`config.mk`:
```
export PLATFORM = sky130hd
export DESIGN_NAME = cordic_sweep_ctrl_flat
export DESIGN_NICKNAME = d
export VERILOG_FILES = /design/src/rtl/cordic_pkg.sv /design/src/rtl/cordic_sweep_ctrl_if.sv /design/src/rtl/cordic_res_fifo.sv /design/src/rtl/cordic_sweep_ctrl.sv /design/src/flat_wrapper.sv
export SDC_FILE = /design/constraint.sdc
export NUM_CORES = 1
export LEC_CHECK = 0
export CAP_MARGIN = 20
export CORE_MARGIN = 4
export CORE_UTILIZATION = 40
export CTS_CLUSTER_DIAMETER = 30
export DETAILED_ROUTE_END_ITERATION = 8
export PLACE_DENSITY = 0.62
export SYNTH_ARGS = -nofsm -noshare
export SYNTH_HDL_FRONTEND = slang
export SYNTH_HIERARCHICAL = 1
export SYNTH_SLANG_ARGS = --single-unit
```
`constraint.sdc`:
```
create_clock -name clk -period 10.1 [get_ports clk]
set_clock_uncertainty 0.05 [all_clocks]
set_input_delay 3.03 -clock clk [delete_from_list [all_inputs] [get_ports clk]]
set_output_delay 3.03 -clock clk [all_outputs]
set_load 0.1 [all_outputs]
```
`src/rtl/cordic_pkg.sv`:
```
// Shared definitions for the CORDIC sweep controller: angle width, the full
// circle in degrees, the sequencer state encoding and config validation.
package cordic_pkg;

  localparam int ANG_W    = 16;
  localparam int DEG_FULL = 360;
  localparam int ONE_Q16  = 65536;

  typedef enum logic [2:0] {
    ST_IDLE  = 3'd0,
    ST_ISSUE = 3'd1,
    ST_WAIT  = 3'd2,
    ST_NEXT  = 3'd3,
    ST_DRAIN = 3'd4
  } sweep_state_t;

  // A sweep configuration is usable when both angles lie on the circle and
  // the step moves by at least one and less than a full turn.
  function automatic logic cfg_ok(
    input logic [ANG_W-1:0] start_ang,
    input logic [ANG_W-1:0] stop_ang,
    input logic [ANG_W-1:0] step
  );
    return (start_ang < ANG_W'(DEG_FULL)) &&
           (stop_ang  < ANG_W'(DEG_FULL)) &&
           (step != {ANG_W{1'b0}})        &&
           (step < ANG_W'(DEG_FULL));
  endfunction

endpackage

```
`src/rtl/cordic_sweep_ctrl_if.sv`:
```
// Result stream towards the consumer: angle/cos/sin/last with valid/ready.
interface cordic_sweep_ctrl_if #(
  parameter int DATA_W = 32
);
  import cordic_pkg::*;

  logic              m_valid;
  logic              m_ready;
  logic [ANG_W-1:0]  m_angle;
  logic [DATA_W-1:0] m_cos;
  logic [DATA_W-1:0] m_sin;
  logic              m_last;

  modport master (
    output m_valid, m_angle, m_cos, m_sin, m_last,
    input  m_ready
  );

  modport slave (
    input  m_valid, m_angle, m_cos, m_sin, m_last,
    output m_ready
  );

endinterface

```
`src/rtl/cordic_res_fifo.sv`:
```
// Small first-word-fall-through FIFO holding tagged rotator results. The
// storage is cleared on reset so the head word reads as zero when empty.
module cordic_res_fifo #(
  parameter int W     = 81,
  parameter int DEPTH = 4
) (
  input  logic                     clk,
  input  logic                     rst_n,
  input  logic                     i_push,
  input  logic [W-1:0]             i_data,
  input  logic                     i_pop,
  output logic [W-1:0]             o_data,
  output logic                     o_full,
  output logic                     o_empty,
  output logic [$clog2(DEPTH):0]   o_count
);

  localparam int PTR_W = $clog2(DEPTH);
  localparam int CNT_W = PTR_W + 1;

  logic [W-1:0]     r_mem [DEPTH];
  logic [PTR_W-1:0] r_wr_ptr;
  logic [PTR_W-1:0] r_rd_ptr;
  logic [CNT_W-1:0] r_count;
  logic             w_do_push;
  logic             w_do_pop;

  assign o_full    = (r_count == CNT_W'(DEPTH));
  assign o_empty   = (r_count == {CNT_W{1'b0}});
  assign o_count   = r_count;
  assign o_data    = r_mem[r_rd_ptr];
  assign w_do_push = i_push && !o_full;
  assign w_do_pop  = i_pop && !o_empty;

  // Storage, pointers and occupancy; push+pop together leaves the count alone.
  always_ff @(posedge clk or negedge rst_n) begin
    if (!rst_n) begin
      for (int i = 0; i < DEPTH; i++) begin
        r_mem[i] <= {W{1'b0}};
      end
      r_wr_ptr <= {PTR_W{1'b0}};
      r_rd_ptr <= {PTR_W{1'b0}};
      r_count  <= {CNT_W{1'b0}};
    end else begin
      if (w_do_push) begin
        r_mem[r_wr_ptr] <= i_data;
        r_wr_ptr        <= r_wr_ptr + PTR_W'(1);
      end
      if (w_do_pop) begin
        r_rd_ptr <= r_rd_ptr + PTR_W'(1);
      end
      case ({w_do_push, w_do_pop})
        2'b10:   r_count <= r_count + CNT_W'(1);
        2'b01:   r_count <= r_count - CNT_W'(1);
        default: r_count <= r_count;
      endcase
    end
  end

endmodule

```
`src/rtl/cordic_sweep_ctrl.sv`:
```
// Angle sweep sequencer in front of the CORDIC rotator: issues each angle,
// waits (with input-pipeline blanking and a timeout) for the result, tags it
// and buffers it for the downstream consumer.
module cordic_sweep_ctrl
  import cordic_pkg::*;
#(
  parameter int DATA_W      = 32,
  parameter int FIFO_DEPTH  = 4,
  parameter int BLANK_CYC   = 2,
  parameter int TIMEOUT_CYC = 63,
  parameter int MAX_PTS     = 360
) (
  input  logic              clk,
  input  logic              rst_n,
  input  logic              i_start,
  input  logic [ANG_W-1:0]  i_start_ang,
  input  logic [ANG_W-1:0]  i_stop_ang,
  input  logic [ANG_W-1:0]  i_step,
  output logic              o_busy,
  output logic              o_done,
  output logic              o_err_cfg,
  output logic              o_err_timeout,
  output logic [ANG_W-1:0]  o_angle,
  input  logic              i_cs_valid,
  input  logic [DATA_W-1:0] i_cos,
  input  logic [DATA_W-1:0] i_sin,
  cordic_sweep_ctrl_if.master m_if
);

  localparam int ENT_W  = ANG_W + 2 * DATA_W + 1;
  localparam int CNT_W  = $clog2(FIFO_DEPTH) + 1;
  localparam int WAIT_W = $clog2(TIMEOUT_CYC + 1);
  localparam int PTS_W  = $clog2(MAX_PTS + 1);
  localparam logic [WAIT_W-1:0] BLANK_V   = WAIT_W'(BLANK_CYC);
  localparam logic [WAIT_W-1:0] TOUT_LAST = WAIT_W'(TIMEOUT_CYC - 1);
  localparam logic [PTS_W-1:0]  PTS_LAST  = PTS_W'(MAX_PTS - 1);
  localparam logic [CNT_W-1:0]  DEPTH_V   = CNT_W'(FIFO_DEPTH);

  sweep_state_t      r_state, w_state_nxt;
  logic [ANG_W-1:0]  r_cur, w_cur_nxt;
  logic [ANG_W-1:0]  r_stop, w_stop_nxt;
  logic [ANG_W-1:0]  r_step, w_step_nxt;
  logic [ANG_W-1:0]  r_angle, w_angle_nxt;
  logic [WAIT_W-1:0] r_wait, w_wait_nxt;
  logic [PTS_W-1:0]  r_pts, w_pts_nxt;
  logic              r_err_timeout, w_err_timeout_nxt;
  logic              r_err_cfg, w_err_cfg_nxt;
  logic              r_done, w_done_nxt;
  logic              r_busy;

  logic              w_push;
  logic              w_last;
  logic [ANG_W:0]    w_sum;
  logic [ANG_W:0]    w_wrap;
  logic [ENT_W-1:0]  w_head;
  logic              w_full;
  logic              w_empty;
  logic [CNT_W-1:0]  w_count;

  // The final point is either the stop angle or the point-count guard.
  assign w_last = (r_cur == r_stop) || (r_pts == PTS_LAST);
  // One conditional subtract is enough since cur and step are both < 360.
  assign w_sum  = {1'b0, r_cur} + {1'b0, r_step};
  assign w_wrap = (w_sum >= (ANG_W+1)'(DEG_FULL)) ? (w_sum - (ANG_W+1)'(DEG_FULL)) : w_sum;

  // Sequencer state register and its datapath registers.
  always_ff @(posedge clk or negedge rst_n) begin
    if (!rst_n) begin
      r_state       <= ST_IDLE;
      r_cur         <= {ANG_W{1'b0}};
      r_stop        <= {ANG_W{1'b0}};
      r_step        <= {ANG_W{1'b0}};
      r_angle       <= {ANG_W{1'b0}};
      r_wait        <= {WAIT_W{1'b0}};
      r_pts         <= {PTS_W{1'b0}};
      r_err_timeout <= 1'b0;
      r_err_cfg     <= 1'b0;
      r_done        <= 1'b0;
      r_busy        <= 1'b0;
    end else begin
      r_state       <= w_state_nxt;
      r_cur         <= w_cur_nxt;
      r_stop        <= w_stop_nxt;
      r_step        <= w_step_nxt;
      r_angle       <= w_angle_nxt;
      r_wait        <= w_wait_nxt;
      r_pts         <= w_pts_nxt;
      r_err_timeout <= w_err_timeout_nxt;
      r_err_cfg     <= w_err_cfg_nxt;
      r_done        <= w_done_nxt;
      r_busy        <= (w_state_nxt != ST_IDLE);
    end
  end

  // Next-state and datapath updates for IDLE/ISSUE/WAIT/NEXT/DRAIN.
  always_comb begin
    w_state_nxt       = r_state;
    w_cur_nxt         = r_cur;
    w_stop_nxt        = r_stop;
    w_step_nxt        = r_step;
    w_angle_nxt       = r_angle;
    w_wait_nxt        = r_wait;
    w_pts_nxt         = r_pts;
    w_err_timeout_nxt = r_err_timeout;
    w_err_cfg_nxt     = 1'b0;
    w_done_nxt        = 1'b0;
    w_push            = 1'b0;
    case (r_state)
      ST_IDLE: begin
        if (i_start && w_empty) begin
          if (!cfg_ok(i_start_ang, i_stop_ang, i_step)) begin
            w_err_cfg_nxt = 1'b1;
          end else begin
            w_cur_nxt         = i_start_ang;
            w_stop_nxt        = i_stop_ang;
            w_step_nxt        = i_step;
            w_pts_nxt         = {PTS_W{1'b0}};
            w_err_timeout_nxt = 1'b0;
            w_state_nxt       = ST_ISSUE;
          end
        end else begin
          w_state_nxt = ST_IDLE;
        end
      end
      ST_ISSUE: begin
        // The angle is presented even while stalled on a full buffer.
        w_angle_nxt = r_cur;
        if (w_count < DEPTH_V) begin
          w_wait_nxt  = {WAIT_W{1'b0}};
          w_state_nxt = ST_WAIT;
        end else begin
          w_state_nxt = ST_ISSUE;
        end
      end
      ST_WAIT: begin
        if ((r_wait >= BLANK_V) && i_cs_valid && !w_full) begin
          w_push      = 1'b1;
          w_state_nxt = ST_NEXT;
        end else if (r_wait == TOUT_LAST) begin
          w_err_timeout_nxt = 1'b1;
          w_state_nxt       = ST_NEXT;
        end else begin
          w_wait_nxt = r_wait + WAIT_W'(1);
        end
      end
      ST_NEXT: begin
        w_pts_nxt = r_pts + PTS_W'(1);
        if (w_last) begin
          w_state_nxt = ST_DRAIN;
        end else begin
          w_cur_nxt   = w_wrap[ANG_W-1:0];
          w_state_nxt = ST_ISSUE;
        end
      end
      ST_DRAIN: begin
        if (w_empty) begin
          w_done_nxt  = 1'b1;
          w_state_nxt = ST_IDLE;
        end else begin
          w_state_nxt = ST_DRAIN;
        end
      end
      default: begin
        w_state_nxt = ST_IDLE;
      end
    endcase
  end

  cordic_res_fifo #(
    .W     (ENT_W),
    .DEPTH (FIFO_DEPTH)
  ) u_fifo (
    .clk     (clk),
    .rst_n   (rst_n),
    .i_push  (w_push),
    .i_data  ({r_cur, i_cos, i_sin, w_last}),
    .i_pop   (m_if.m_valid && m_if.m_ready),
    .o_data  (w_head),
    .o_full  (w_full),
    .o_empty (w_empty),
    .o_count (w_count)
  );

  assign o_busy        = r_busy;
  assign o_done        = r_done;
  assign o_err_cfg     = r_err_cfg;
  assign o_err_timeout = r_err_timeout;
  assign o_angle       = r_angle;

  assign m_if.m_valid  = !w_empty;
  assign m_if.m_angle  = w_head[ENT_W-1 -: ANG_W];
  assign m_if.m_cos    = w_head[2*DATA_W -: DATA_W];
  assign m_if.m_sin    = w_head[DATA_W -: DATA_W];
  assign m_if.m_last   = w_head[0];

endmodule

```
`src/flat_wrapper.sv`:
```
// flat-port wrapper written by rule: the top's interface ports become plain ports
module cordic_sweep_ctrl_flat import cordic_pkg::*;
#(
  parameter int DATA_W      = 32,
  parameter int FIFO_DEPTH  = 4,
  parameter int BLANK_CYC   = 2,
  parameter int TIMEOUT_CYC = 63,
  parameter int MAX_PTS     = 360
)
  (clk, rst_n, i_start, i_start_ang, i_stop_ang, i_step, o_busy, o_done, o_err_cfg, o_err_timeout, o_angle, i_cs_valid, i_cos, i_sin, m_if_m_valid, m_if_m_angle, m_if_m_cos, m_if_m_sin, m_if_m_last, m_if_m_ready);
  cordic_sweep_ctrl_if #(.DATA_W(DATA_W)) m_if_i ();
  input  logic clk;
  input  logic rst_n;
  input  logic i_start;
  input  logic [ANG_W-1:0] i_start_ang;
  input  logic [ANG_W-1:0] i_stop_ang;
  input  logic [ANG_W-1:0] i_step;
  output logic o_busy;
  output logic o_done;
  output logic o_err_cfg;
  output logic o_err_timeout;
  output logic [ANG_W-1:0] o_angle;
  input  logic i_cs_valid;
  input  logic [DATA_W-1:0] i_cos;
  input  logic [DATA_W-1:0] i_sin;
  output wire logic [$bits(m_if_i.m_valid)-1:0] m_if_m_valid;
  output wire logic [$bits(m_if_i.m_angle)-1:0] m_if_m_angle;
  output wire logic [$bits(m_if_i.m_cos)-1:0] m_if_m_cos;
  output wire logic [$bits(m_if_i.m_sin)-1:0] m_if_m_sin;
  output wire logic [$bits(m_if_i.m_last)-1:0] m_if_m_last;
  input wire logic [$bits(m_if_i.m_ready)-1:0] m_if_m_ready;
  assign m_if_m_valid = m_if_i.m_valid;
  assign m_if_m_angle = m_if_i.m_angle;
  assign m_if_m_cos = m_if_i.m_cos;
  assign m_if_m_sin = m_if_i.m_sin;
  assign m_if_m_last = m_if_i.m_last;
  assign m_if_i.m_ready = m_if_m_ready;
  cordic_sweep_ctrl #(.DATA_W(DATA_W), .FIFO_DEPTH(FIFO_DEPTH), .BLANK_CYC(BLANK_CYC), .TIMEOUT_CYC(TIMEOUT_CYC), .MAX_PTS(MAX_PTS)) u_core (.clk(clk), .rst_n(rst_n), .i_start(i_start), .i_start_ang(i_start_ang), .i_stop_ang(i_stop_ang), .i_step(i_step), .o_busy(o_busy), .o_done(o_done), .o_err_cfg(o_err_cfg), .o_err_timeout(o_err_timeout), .o_angle(o_angle), .i_cs_valid(i_cs_valid), .i_cos(i_cos), .i_sin(i_sin), .m_if(m_if_i));
endmodule
```
**Word-level counts from Yosys, hierarchy flattened**

Index checks and enable logic that the tools add are counted.

- $add $sub $neg: 8
- Multipliers: 0
- Divide/modulo/power cells: 0
- $lt $le $gt $ge: 9
- Equal/unequal tests: 17
- Shifts and indexed selects: 0
- Muxes and demuxes: 39
- Bitwise gates (word level): 2
- Reduce and logical (&&, ||, !) cells: 26

Operators with widths:

| operator | count |
|---|---|
| $bwmux W324 | 1 |
| $mux W81 | 3 |
| $bmux W81 S2 | 1 |
| $demux W81 S2 | 1 |
| $mux W16 | 4 |
| $lt A16 B9 Y1 const B | 3 |
| $pmux W16 S2 | 1 |
| $mux W3 | 6 |
| $mux W6 | 3 |
| $mux W9 | 2 |
| $pmux W9 S2 | 1 |
| $add A16 B16 Y17 | 1 |
| $ge A17 B9 Y1 const B | 1 |
| $eq A16 B16 Y1 | 1 |
| $reduce_bool A16 Y1 | 1 |
| $sub A16 B9 Y16 const B | 1 |
| $pmux W3 S5 | 1 |
| $pmux W6 S2 | 1 |
| $mux W1 | 11 |
| $logic_and A1 B1 Y1 | 10 |
| $add A9 B1 Y9 const B | 1 |
| $eq A9 B9 Y1 const B | 1 |
| $ne A2 B1 Y1 const B | 4 |
| $reduce_and A4 Y1 | 2 |
| other kinds (26) | 39 |

- Bits in registers: 417
- Bits in latches: 0
- Memory bits (writable): 0
- ROM bits: 0
- Input port bits: 117
- Output and inout bits: 102
- Word-level logic and storage cells: 119
- Memories: 0

**Logic depth before layout (Yosys ltp)**

Gate-level depths: netlist of the first run.

- Depth after elaboration: 8
- Mapped depth: 14
- Mapped depth without buffers: 12

**Hierarchy**

The synthesis of the first run kept the hierarchy.

Modules (own cells, without submodules):

| module | times used | cells an instance | area each (µm²) |
|---|---|---|---|
| cordic_res_fifo | 1 | 819 | 14518.9 |
| cordic_sweep_ctrl | 1 | 519 | 5152.4 |

**Least setup slack after synthesis of the first run**

No wires, ideal clock.

- Path type: input -> register
- Start point: input port i_start_ang[9]
- End point: register u_core.r_cur[14]
- Setup time: 138 ps
- Arrival time: 5105 ps
- Data required time: 9912 ps
- Path slack: 4808 ps
- Cell stages on the path: 9
- Path through: or4_1 -> or4_1 -> nor3_1 -> and2_1 -> clkbuf_1 -> nor2_1 -> clkbuf_1 -> a32oi_1 -> o41ai_1

- Cells in the longest elaborated chain, start to end: 6

Ends and longest elaborated chain:

| item | line | source |
|---|---|---|
| start: declaration | flat_wrapper.sv:15 | `input logic [ANG_W-1:0] i_start_ang;` |
| $lt A16 B9 Y1 | cordic_pkg.sv:24 | `return (start_ang < ANG_W'(DEG_FULL)) &&` |
| $logic_and A1 B1 Y1 | cordic_pkg.sv:24 |  |
| $logic_and A1 B1 Y1 | cordic_pkg.sv:25 | `(stop_ang < ANG_W'(DEG_FULL)) &&` |
| $logic_and A1 B1 Y1 | cordic_pkg.sv:26 | `(step != {ANG_W{1'b0}}) &&` |
| $ne A2 B1 Y1 (no line) | -- |  |
| $reduce_and A4 Y1 (no line) | -- |  |
| end signal: assignment | cordic_sweep_ctrl.sv:70 | `r_cur <= {ANG_W{1'b0}};` |
| end signal: assignment | cordic_sweep_ctrl.sv:82 | `r_cur <= w_cur_nxt;` |
| end: declaration | cordic_sweep_ctrl.sv:40 | `logic [ANG_W-1:0] r_cur, w_cur_nxt;` |

Every way passes these cells.
A chain may end at the register's enable or synchronous reset.

**Worst setup path in the final report of the first run**

- Start point: register u_core.u_fifo.r_rd_ptr[0]
- End point: output port m_if_m_angle[7]

- Cells in the longest elaborated chain, start to end: 4

Ends and longest elaborated chain:

| item | line | source |
|---|---|---|
| start: declaration | cordic_res_fifo.sv:23 | `logic [PTR_W-1:0] r_rd_ptr;` |
| start signal: assignment | cordic_res_fifo.sv:42 | `r_rd_ptr <= {PTR_W{1'b0}};` |
| start signal: assignment | cordic_res_fifo.sv:50 | `r_rd_ptr <= r_rd_ptr + PTR_W'(1);` |
| $not A2 Y3 (implied by the code) | cordic_res_fifo.sv:31 | `assign o_data = r_mem[r_rd_ptr];` |
| $bmux W81 S2 | cordic_res_fifo.sv:31 |  |
| $mux W81 (implied by the code) (2 in a row) | cordic_res_fifo.sv:31 |  |
| end: declaration | flat_wrapper.sv:27 | `output wire logic [$bits(m_if_i.m_angle)-1:0] m_if_m_angle;` |

Every way passes these cells. The select of a mux whose other input is x is not followed.

==> flow_summary.ini, run 1 <==
[status]
status = completed

[worst_setup_path]
r2r-end = u_core/r_cur[4]$_DFFE_PN0P_
slowest_stage = clkdlybuf4s50_1
rr_worst_depth = 11
cp-end-kind = primary output
crit_type = reg -> out
r2r_slack_ns = 5.98
crit_path_max_incr_delay_ns = 1.08
start_kind = flip-flop
crit_chain = buf_4 -> mux4_2 -> clkdlybuf4s50_1
cp_data_arrival_time_ns = 3.80
cp_max_fo = 31
reg2reg_from = u_core/r_cur[0]$_DFFE_PN0P_
cp.required_ns = 7.02

[layout]
fill_cells = 3993
final_cell_area_um2 = 25850
areaGrowthSynthToFinish_pct = 31.41
stdcell_count = 2345
n_antenna_cell = 0
final-seq-area_um2 = 10440
finalNetCount = 1749
layout-drive-gt1-share_pct = 38.73
multi_input_area_um2 = 8583

[power]
p_per_area_nw_per_um2 = 214.8
leakage_uw = 0.01203
finalPower_uw = 5552
ir_worst_vdd_uv = 133.2

[flow_run]
maxCapViolations = 0

[clock_tree]
post-cts-setup-buffers = 0
clock-sinks = 417
cts_htree_levels = 3
cts_tree = done
clkLatencyLatePin_ns = 0.61
ctsResizeCount = 0
cts_buffer_depth = 3
cts_hold_buf = 0
numCtsBuffers = 99
root_buffer = clkbuf_16
path_clk_slew_ns = 0.04

[floorplanning]
core_um2 = 48750
start_util_pct = 40.35
std_cell_rows = 81
io_pins = 219
dieArea_um2 = 52790
die_y_um = 229.8
die_width_um = 229.8

[grt]
grt_pass1_vias = 13460
grt_max_degree = 143
grt_util_all_layers_pct = 17.45
grt-ovfl-total = 0
grt_pass1_wl_um = 74240
antenna_found_initial = 0

[routing]
first_iter_violations = 555
post_drt_via_cell_ratio = 5.232
dr.pass1.iters = 5
routed_wl_um = 45780
vias = 12270
drc = 0
post_drt_wl_per_cell_um = 19.52
antenna_left = 0

[yosys]
synthesis.nets = 1482
syn-cell-area_um2 = 19670
yosysWarningCount = 6
ys_seq_elements = 417
ys.flop_type = dfrtp_1
synth_edf_count = 0
syn_inst = 1338
synth.yosys.seq_area_share_pct = 53.05
syn_avg_cell_area_um2 = 14.70
async_flop_share_pct = 100.0
synth.distinct_cells = 70

[sta]
max_freq_mhz = 145.4
worst_slew_pin_slew_ns = 1.174
setup_viol = 0
relSlewSlack_pct = 21.48
setup-tns-final_ns = 0
drv_slew = 0
finalHoldViolations = 0
rsz0062_at_grt = false
fin_crit_sh_pct = 68.11
period_minus_slack_ns = 6.879

[place]
dp.cells = 2165
hpwl_um = 28650
gp_congestion = 0.8147
port_buffers = 218
dpl-instance-area_um2 = 22240

[hold_path]
min_from = u_core/r_step[15]$_DFFE_PN0P_
hp-class = reg -> reg
holdPathStages = 1
worstHoldEndpoint = u_core/r_step[15]$_DFFE_PN0P_
[sequential cells by signal, summed over array words and instances, names as in the netlist]
name	cells
u_core/r_state	3
u_core/o_err_timeout	1
u_core/r_cur	16
u_core/u_fifo/r_rd_ptr	2
u_core/u_fifo/r_mem	324
u_core/o_busy	1
u_core/o_done	1
u_core/r_stop	16
u_core/u_fifo/r_wr_ptr	2
u_core/r_pts	9
u_core/o_err_cfg	1
u_core/o_angle	16
u_core/r_wait	6
u_core/r_step	16
u_core/u_fifo/o_count	3
[worst max path at each step]
stage | startpoint | slack (ns) | cells past startpoint | end
6_report | u_core/u_fifo/r_rd_ptr[0]$_DFFE_PN0P_ | 3.22 | 3 | m_if_m_angle[7]
5_1_grt | u_core/u_fifo/r_rd_ptr[0]$_DFFE_PN0P_ | 2.96 | 3 | m_if_m_angle[11]
4_1_cts | u_core/u_fifo/r_rd_ptr[0]$_DFFE_PN0P_ | 3.07 | 3 | m_if_m_angle[11]
3_5_place_dp | i_start_ang[9] | 3.52 | 10 | u_core/r_cur[8]$_DFFE_PN0P_
3_3_place_gp | i_start_ang[9] | 3.55 | 10 | u_core/r_cur[8]$_DFFE_PN0P_
2_1_floorplan | i_start_ang[9] | 4.81 | 9 | u_core/r_cur[14]$_DFFE_PN0P_
[cell families (layout without fill, tap and decap cells)]
| kind of cell | after synthesis | count (layout) | share of synthesized area [%] |
|---|---|---|---|
| and+or+nand+nor | 201 | 201 | 5.387 |
| muxes | 449 | 449 | 30.29 |
| AOI/OAI and AO/OA | 113 | 113 | 4.115 |
| buffers and inverters | 88 | 431 | 3.454 |
| adders and majority gates | 27 | 27 | 1.794 |
| DFF | 417 | 417 | 53.05 |
| xor gates and xnor gates | 43 | 43 | 1.915 |
[power breakdown]
| part | internal (uW) | total (uW) | switching [uW] |
|---|---|---|---|
| clock | 2380 | 3330 | 950 |
| sequential | 1700 | 1780 | 89.3 |
| combinational | 209 | 441 | 232 |
[cells in the mapped netlist, drive strengths merged, types with 4 or more instances]
| master | n | area, um^2 |
|---|---|---|
| dfrtp | 417 | 10440 |
| mux2 | 360 | 4054 |
| mux4 | 81 | 1824 |
| nor2 | 53 | 216.5 |
| clkbuf | 46 | 452.9 |
| nand2 | 40 | 150.1 |
| xnor2 | 27 | 236.5 |
| buf | 26 | 166.4 |
| ha | 25 | 312.8 |
| o21ai | 25 | 128.9 |
| a21oi | 23 | 115.1 |
| nand3 | 18 | 90.09 |
| inv | 16 | 60.06 |
| nor2b | 16 | 100.1 |
| xor2 | 16 | 140.1 |
| nand4 | 14 | 87.58 |
| nor3 | 12 | 65.06 |
| nor4 | 12 | 81.33 |
| a21o | 9 | 67.56 |
| mux2i | 8 | 80.08 |
| a211oi | 7 | 57.55 |
| or2 | 6 | 37.53 |
| and3 | 5 | 31.28 |
| a2111oi | 4 | 60.06 |
| a22oi | 4 | 30.03 |
| a31oi | 4 | 25.02 |
| nand3b | 4 | 30.03 |
| o211a | 4 | 40.04 |
| o211ai | 4 | 30.03 |
| o31ai | 4 | 30.03 |
[layout make-up]
cell class,count,area share (%)
inverter,16,0.2323
tap,664,3.214
timing repair buffer,238,9.245
sequential,417,40.40
clock buffer,129,10.76
multi-input combinational,833,33.20
clock inverter,48,2.943
[critical path, delay by kind of cell, from the launching register on]
kind / cells / cell delay [ns]
flip-flops: 1 / 0.83
multiplexers: 1 / 0.58
buffers and inverters: 2 / 1.74
[routing by layer]
layer  up-vias  GRT usage [%]  routed length [um]
li1       5555              -                   -
met1      6325          23.15               20290
met2       321          28.71               22420
met3        69          3.617                2072
met4         0          6.125                 992
met5         -              0                   0
[metrics by stage]
step / util [%] / hold WS (ns) / worst slack (ns)
after floorplan: - / 0.4183 / 4.808
after global placement: 45.63 / 0.4336 / 3.546
after detailed placement: 45.63 / 0.4407 / 3.525
after CTS: 52.90 / 0.4505 / 3.069
after global routing: 53.03 / 0.4567 / 2.962
final: 53.03 / 0.4458 / 3.221
[placed cells by master (no fill, tap or decap), drive strengths merged, types with 4 or more instances in the layout]
master         instances
and3                   5
clkdlybuf4s50        217
a211oi                 7
or2                    6
nand2                 40
inv                   20
o31ai                  4
nand3                 18
mux2i                  8
bufinv                18
buf                   21
clkinvlp              10
nor2                  53
dfrtp                417
mux2                 360
mux4                  81
ha                    25
clkinv                16
clkbuf               129
nor2b                 16
o21ai                 25
nand4                 14
xor2                  16
a21oi                 23
o211a                  4
a2111oi                4
nor4                  12
nor3                  12
a21o                   9
nand3b                 4
a22oi                  4
o211ai                 4
a31oi                  4
xnor2                 27
Note: power is estimated with default switching activity, not from simulation.
==> inputs of run 2 (changes only) <==
==> constraint.sdc (replaced) <==
create_clock -name clk -period 6.9 [get_ports clk]
set_clock_uncertainty 0.05 [all_clocks]
set_input_delay 2.07 -clock clk [delete_from_list [all_inputs] [get_ports clk]]
set_output_delay 2.07 -clock clk [all_outputs]
set_load 0.1 [all_outputs]
==> run 2 against run 1 <==
Clock power is 48% higher. Die area is the same. Critical path depth stayed put. Count of clock-buffer cells in the layout rose by 17. Total power is 48% higher. Critical path type unchanged. Largest cell class unchanged. Largest power group unchanged.
==> flow_summary.ini, run 2 (synthesis results as in run 1) <==
[place]
port_buffers = 218
gp_congestion = 0.8277
place_worst_setup_slack_ns = 1.487
hpwl_um = 29080
dp.cells = 2168

[layout]
regMostFlops = u_core/u_fifo/r_mem
finalNetCount = 1753
stdcell_count = 2358
mostFrequentLayoutCells = 415 x dfrtp_1, 360 x mux2_2, 217 x clkdlybuf4s50_1
layout_commonest_cell = dfrtp_1
largest_register_ff_count = 324
n_antenna_cell = 0
layout-drive-gt1-share_pct = 38.96
areaGrowthSynthToFinish_pct = 32.07
utilization_pct = 53.29

[floorplanning]
io_pins = 219
die_y_um = 229.8
dieArea_um2 = 52790
start_util_pct = 40.35
std_cell_rows = 81
core_um2 = 48750
die_width_um = 229.8

[grt]
grt_util_all_layers_pct = 17.56
grt_max_degree = 155
grt_pass1_vias = 13610
antenna_found_initial = 0
grt_pass1_wl_um = 74630
grt-ovfl-total = 0

[sta]
setup_viol = 0
setup-tns-final_ns = 0
rsz0062_at_grt = false
period_minus_slack_ns = 5.570
max_freq_mhz = 179.5
relSlewSlack_pct = 26.58
fin_crit_sh_pct = 80.72
drv_slew = 0
worst_slew_pin_slew_ns = 1.098
setup_ws_ns = 1.330
hold_slack_ns = 0.4451
finalHoldViolations = 0

[routing]
post_drt_via_cell_ratio = 5.212
dr.pass1.iters = 5
drc = 0
first_iter_violations = 502
post_drt_wl_per_cell_um = 19.45
antenna_left = 0
vias = 12290
routed_wl_um = 45860

[worst_setup_path]
rr_worst_depth = 11
cp-end-kind = primary output
start_kind = flip-flop
cp_max_fo = 45
r2r_slack_ns = 2.77
r2r-end = u_core/r_cur[4]$_DFFE_PN0P_
reg2reg_from = u_core/r_cur[0]$_DFFE_PN0P_
cp_data_arrival_time_ns = 3.45
cp.required_ns = 4.78
crit_type = reg -> out

[hold_path]
hp-class = reg -> reg
worstHoldEndpoint = u_core/u_fifo/r_mem[103]$_DFFE_PN0P_
holdPathStages = 1
min_from = u_core/u_fifo/r_mem[103]$_DFFE_PN0P_

[flow_run]
maxCapViolations = 0

[power]
ir_worst_vdd_uv = 191.2
p_clk_share_pct = 60.0
p_sw_uw = 1879
p_comb_share_pct = 8.1
leakage_uw = 0.01210
seq_power_share_pct = 31.9
p_per_area_nw_per_um2 = 315.3
cell_internal_pwr_uw = 6312
p_sw_share_pct = 22.94

[clock_tree]
root_buffer = clkbuf_16
numCtsBuffers = 102
cts_htree_levels = 3
cts_hold_buf = 0
ctsResizeCount = 0
path_clk_slew_ns = 0.04
cts_tree = done
clkLatencyLatePin_ns = 0.62
cts_buffer_depth = 3
post-cts-setup-buffers = 0
clock-sinks = 417

[status]
status = completed
-- run 2: cell types whose count changed in the layout (fill, tap and decap cells not counted), sizes merged --
| cell | previous run | this run |
|---|---|---|
| inv | 20 | 21 |
| clkinv | 16 | 17 |
| bufinv | 18 | 14 |
| buf | 21 | 22 |
| clkinvlp | 10 | 7 |
| clkbuf | 129 | 146 |
-- run 2: layer usage --
layer	global-route usage (%)	vias up	routed length (um)
met5	0	-	0
met3	4.336	81	2502
li1	-	5554	-
met2	28.22	320	21840
met1	23.03	6335	20270
met4	7.032	0	1246
-- run 2: layout make-up --
cell class              count  area [um^2]
clock buffers             146         3010
clock inverters            43        616.8
fillers                  3994        22770
inverters                  16        60.06
multi-input cells         833         8583
flip-flops and latches    417        10440
well taps                 664        830.8
repair buffers            239         2436
-- run 2: power groups by stage --
stage	Sequential, uW	Clock, uW	Combinational (uW)
2_1_floorplan	2550	0	481
3_3_place_gp	2650	0	673
3_5_place_dp	2650	0	681
4_1_cts	2620	5030	685
5_1_grt	2620	5180	719
6_report	2610	4920	665
-- run 2: worst max-delay path by stage --
stage                                     startpoint                           end  slack, ns
2_1_floorplan                         i_start_ang[9]  u_core/r_cur[14]$_DFFE_PN0P_       2.57
3_5_place_dp                          i_start_ang[9]   u_core/r_cur[8]$_DFFE_PN0P_       1.49
4_1_cts        u_core/u_fifo/r_rd_ptr[0]$_DFFE_PN0P_                m_if_m_sin[24]       1.19
6_report       u_core/u_fifo/r_rd_ptr[0]$_DFFE_PN0P_                m_if_m_sin[24]       1.33
5_1_grt        u_core/u_fifo/r_rd_ptr[0]$_DFFE_PN0P_                m_if_m_sin[24]       1.13
3_3_place_gp                          i_start_ang[9]   u_core/r_cur[8]$_DFFE_PN0P_       1.52
-- run 2: critical path: stages, from the launching register on --
cell	delay, ns
dfrtp_4	0.78
buf_12	0.43
mux4_2	0.57
clkdlybuf4s50_1	1.02
-- run 2: metrics by stage --
step           instance area, um^2  total power, uW
6_report                     25980             8191
5_1_grt                      25980             8521
4_1_cts                      25970             8332
3_5_place_dp                 22340             3333
3_3_place_gp                 22340             3322
2_1_floorplan                19670             3031
==> inputs of run 3 (changes only) <==
--- a/config.mk
+++ b/config.mk
@@ -10,7 +10,7 @@
 export CORE_UTILIZATION = 40
 export CTS_CLUSTER_DIAMETER = 30
 export DETAILED_ROUTE_END_ITERATION = 8
-export PLACE_DENSITY = 0.62
+export PLACE_DENSITY = 0.64
 export SYNTH_ARGS = -nofsm -noshare
 export SYNTH_HDL_FRONTEND = slang
 export SYNTH_HIERARCHICAL = 1
==> constraint.sdc (replaced) <==
create_clock -name clk -period 5 [get_ports clk]
set_clock_uncertainty 0.05 [all_clocks]
set_input_delay 1.5 -clock clk [delete_from_list [all_inputs] [get_ports clk]]
set_output_delay 1.5 -clock clk [all_outputs]
set_load 0.1 [all_outputs]
==> run 3 against run 2 <==
Flip-flop and latch count unchanged. Die area did not move. Routed wire length is 1.3% higher. Non-clock buffer count up 7. Critical endpoint is now m_if_m_cos[11]. Highest routed layer is now met5.
==> flow_summary.ini, run 3 (synthesis results as in run 1) <==
[status]
status = completed

[clock_tree]
path_clk_slew_ns = 0.04
root_buffer = clkbuf_16
clock-sinks = 417
numCtsBuffers = 95
post-cts-setup-buffers = 0
cts_buffer_depth = 3
cts_hold_buf = 0
ctsResizeCount = 0
cts_htree_levels = 3
clkLatencyLatePin_ns = 0.62
cts_tree = done

[routing]
vias = 12440
antenna_left = 0
first_iter_violations = 471
post_drt_via_cell_ratio = 5.295
dr.pass1.iters = 5
post_drt_wl_per_cell_um = 19.76
drc = 0
routed_wl_um = 46440

[sta]
setup_viol = 0
setup-tns-final_ns = 0
rsz0062_at_grt = false
drv_slew = 0
finalHoldViolations = 0
max_freq_mhz = 221.7
relSlewSlack_pct = 32.03
period_minus_slack_ns = 4.511
hold_slack_ns = 0.4473
worst_slew_pin_slew_ns = 1.016
fin_crit_sh_pct = 90.23

[worst_setup_path]
rr_worst_depth = 11
start_kind = flip-flop
cp_data_arrival_time_ns = 2.96
cp_max_fo = 23
cp-end-kind = primary output
crit_path_max_incr_delay_ns = 0.99
slowest_stage = clkdlybuf4s50_1
crit_type = reg -> out
crit_chain = mux4_2 -> clkdlybuf4s50_1
cp.required_ns = 3.45

[layout]
areaGrowthSynthToFinish_pct = 29.98
layout-drive-gt1-share_pct = 42.41
largest_register_ff_count = 324
stdcell_count = 2350
mostFrequentLayoutCells = 415 x dfrtp_1, 360 x mux2_2, 156 x clkdlybuf4s50_1
n_antenna_cell = 0
regMostFlops = u_core/u_fifo/r_mem
finalNetCount = 1753
layout_commonest_cell = dfrtp_1

[flow_run]
maxCapViolations = 0

[floorplanning]
dieArea_um2 = 52790
core_um2 = 48750
start_util_pct = 40.35
die_width_um = 229.8
io_pins = 219
die_y_um = 229.8
std_cell_rows = 81

[place]
hpwl_um = 29690
gp_congestion = 0.8213
dp.cells = 2175
port_buffers = 218

[hold_path]
holdPathStages = 1
hp-class = reg -> reg

[power]
leakage_uw = 0.01208
p_per_area_nw_per_um2 = 415.5
ir_worst_vdd_uv = 278.0

[grt]
grt_max_degree = 108
grt-ovfl-total = 0
grt_util_all_layers_pct = 17.75
grt_pass1_vias = 13570
grt_pass1_wl_um = 74930
antenna_found_initial = 1
==> run 3: final cells by class <==
class | instances | area [um^2]
clock buffers | 123 | 2613
clock inverters | 51 | 645.6
fillers | 4005 | 23180
well taps | 664 | 830.8
flip-flops and latches | 417 | 10440
multi-input cells | 833 | 8583
inverters | 16 | 60.06
repair buffers | 246 | 2395
==> run 3: worst max-delay path: cells and delay by family, from the launching register on <==
kind                   cells  cell delay (ns)
buffers and inverters      1             0.99
DFF                        1             0.76
muxes                      1             0.61
==> run 3: through the flow <==
step / total power (uW) / setup slack [ns] / instance area [um^2] / utilization (%)
floorplan: 4183 / 1.238 / 19670 / -
global placement: 4589 / 0.4975 / 22300 / 45.75
detailed placement: 4589 / 0.3800 / 22300 / 45.75
CTS: 10800 / 0.4038 / 25560 / 52.44
global route: 11060 / 0.3406 / 25570 / 52.45
finish: 10630 / 0.4887 / 25570 / 52.45
==> run 3: layer usage <==
layer | vias up | global-route usage, % | wire length (um)
met1 | 6473 | 23.78 | 21060
li1 | 5569 | - | -
met2 | 308 | 28.65 | 22100
met3 | 91 | 4.336 | 2144
met4 | 2 | 5.784 | 1119
met5 | - | 0 | 13
==> run 3: path summary, 6_finish.rpt <==
path,startpoint,endpoint,slack (ns)
worst min-delay path,u_core/u_fifo/r_mem[122]$_DFFE_PN0P_,u_core/u_fifo/r_mem[122]$_DFFE_PN0P_,0.45
worst max-delay path,u_core/u_fifo/r_rd_ptr[0]$_DFFE_PN0P_,m_if_m_cos[11],0.49
max in group asynchronous,rst_n,u_core/u_fifo/r_mem[6]$_DFFE_PN0P_,2.94
worst min register to register,u_core/u_fifo/r_mem[122]$_DFFE_PN0P_,u_core/u_fifo/r_mem[122]$_DFFE_PN0P_,0.45
min in group asynchronous,rst_n,u_core/u_fifo/r_mem[292]$_DFFE_PN0P_,0.86
worst max register to register,u_core/r_cur[0]$_DFFE_PN0P_,u_core/r_cur[4]$_DFFE_PN0P_,0.73
==> run 3: where the power goes <==
group	total, uW	internal [uW]	switching, uW	leakage (uW)
Combinational	933	434	499	0.00480
Sequential	3570	3420	146	0.00571
Clock	6120	4160	1970	0.00158
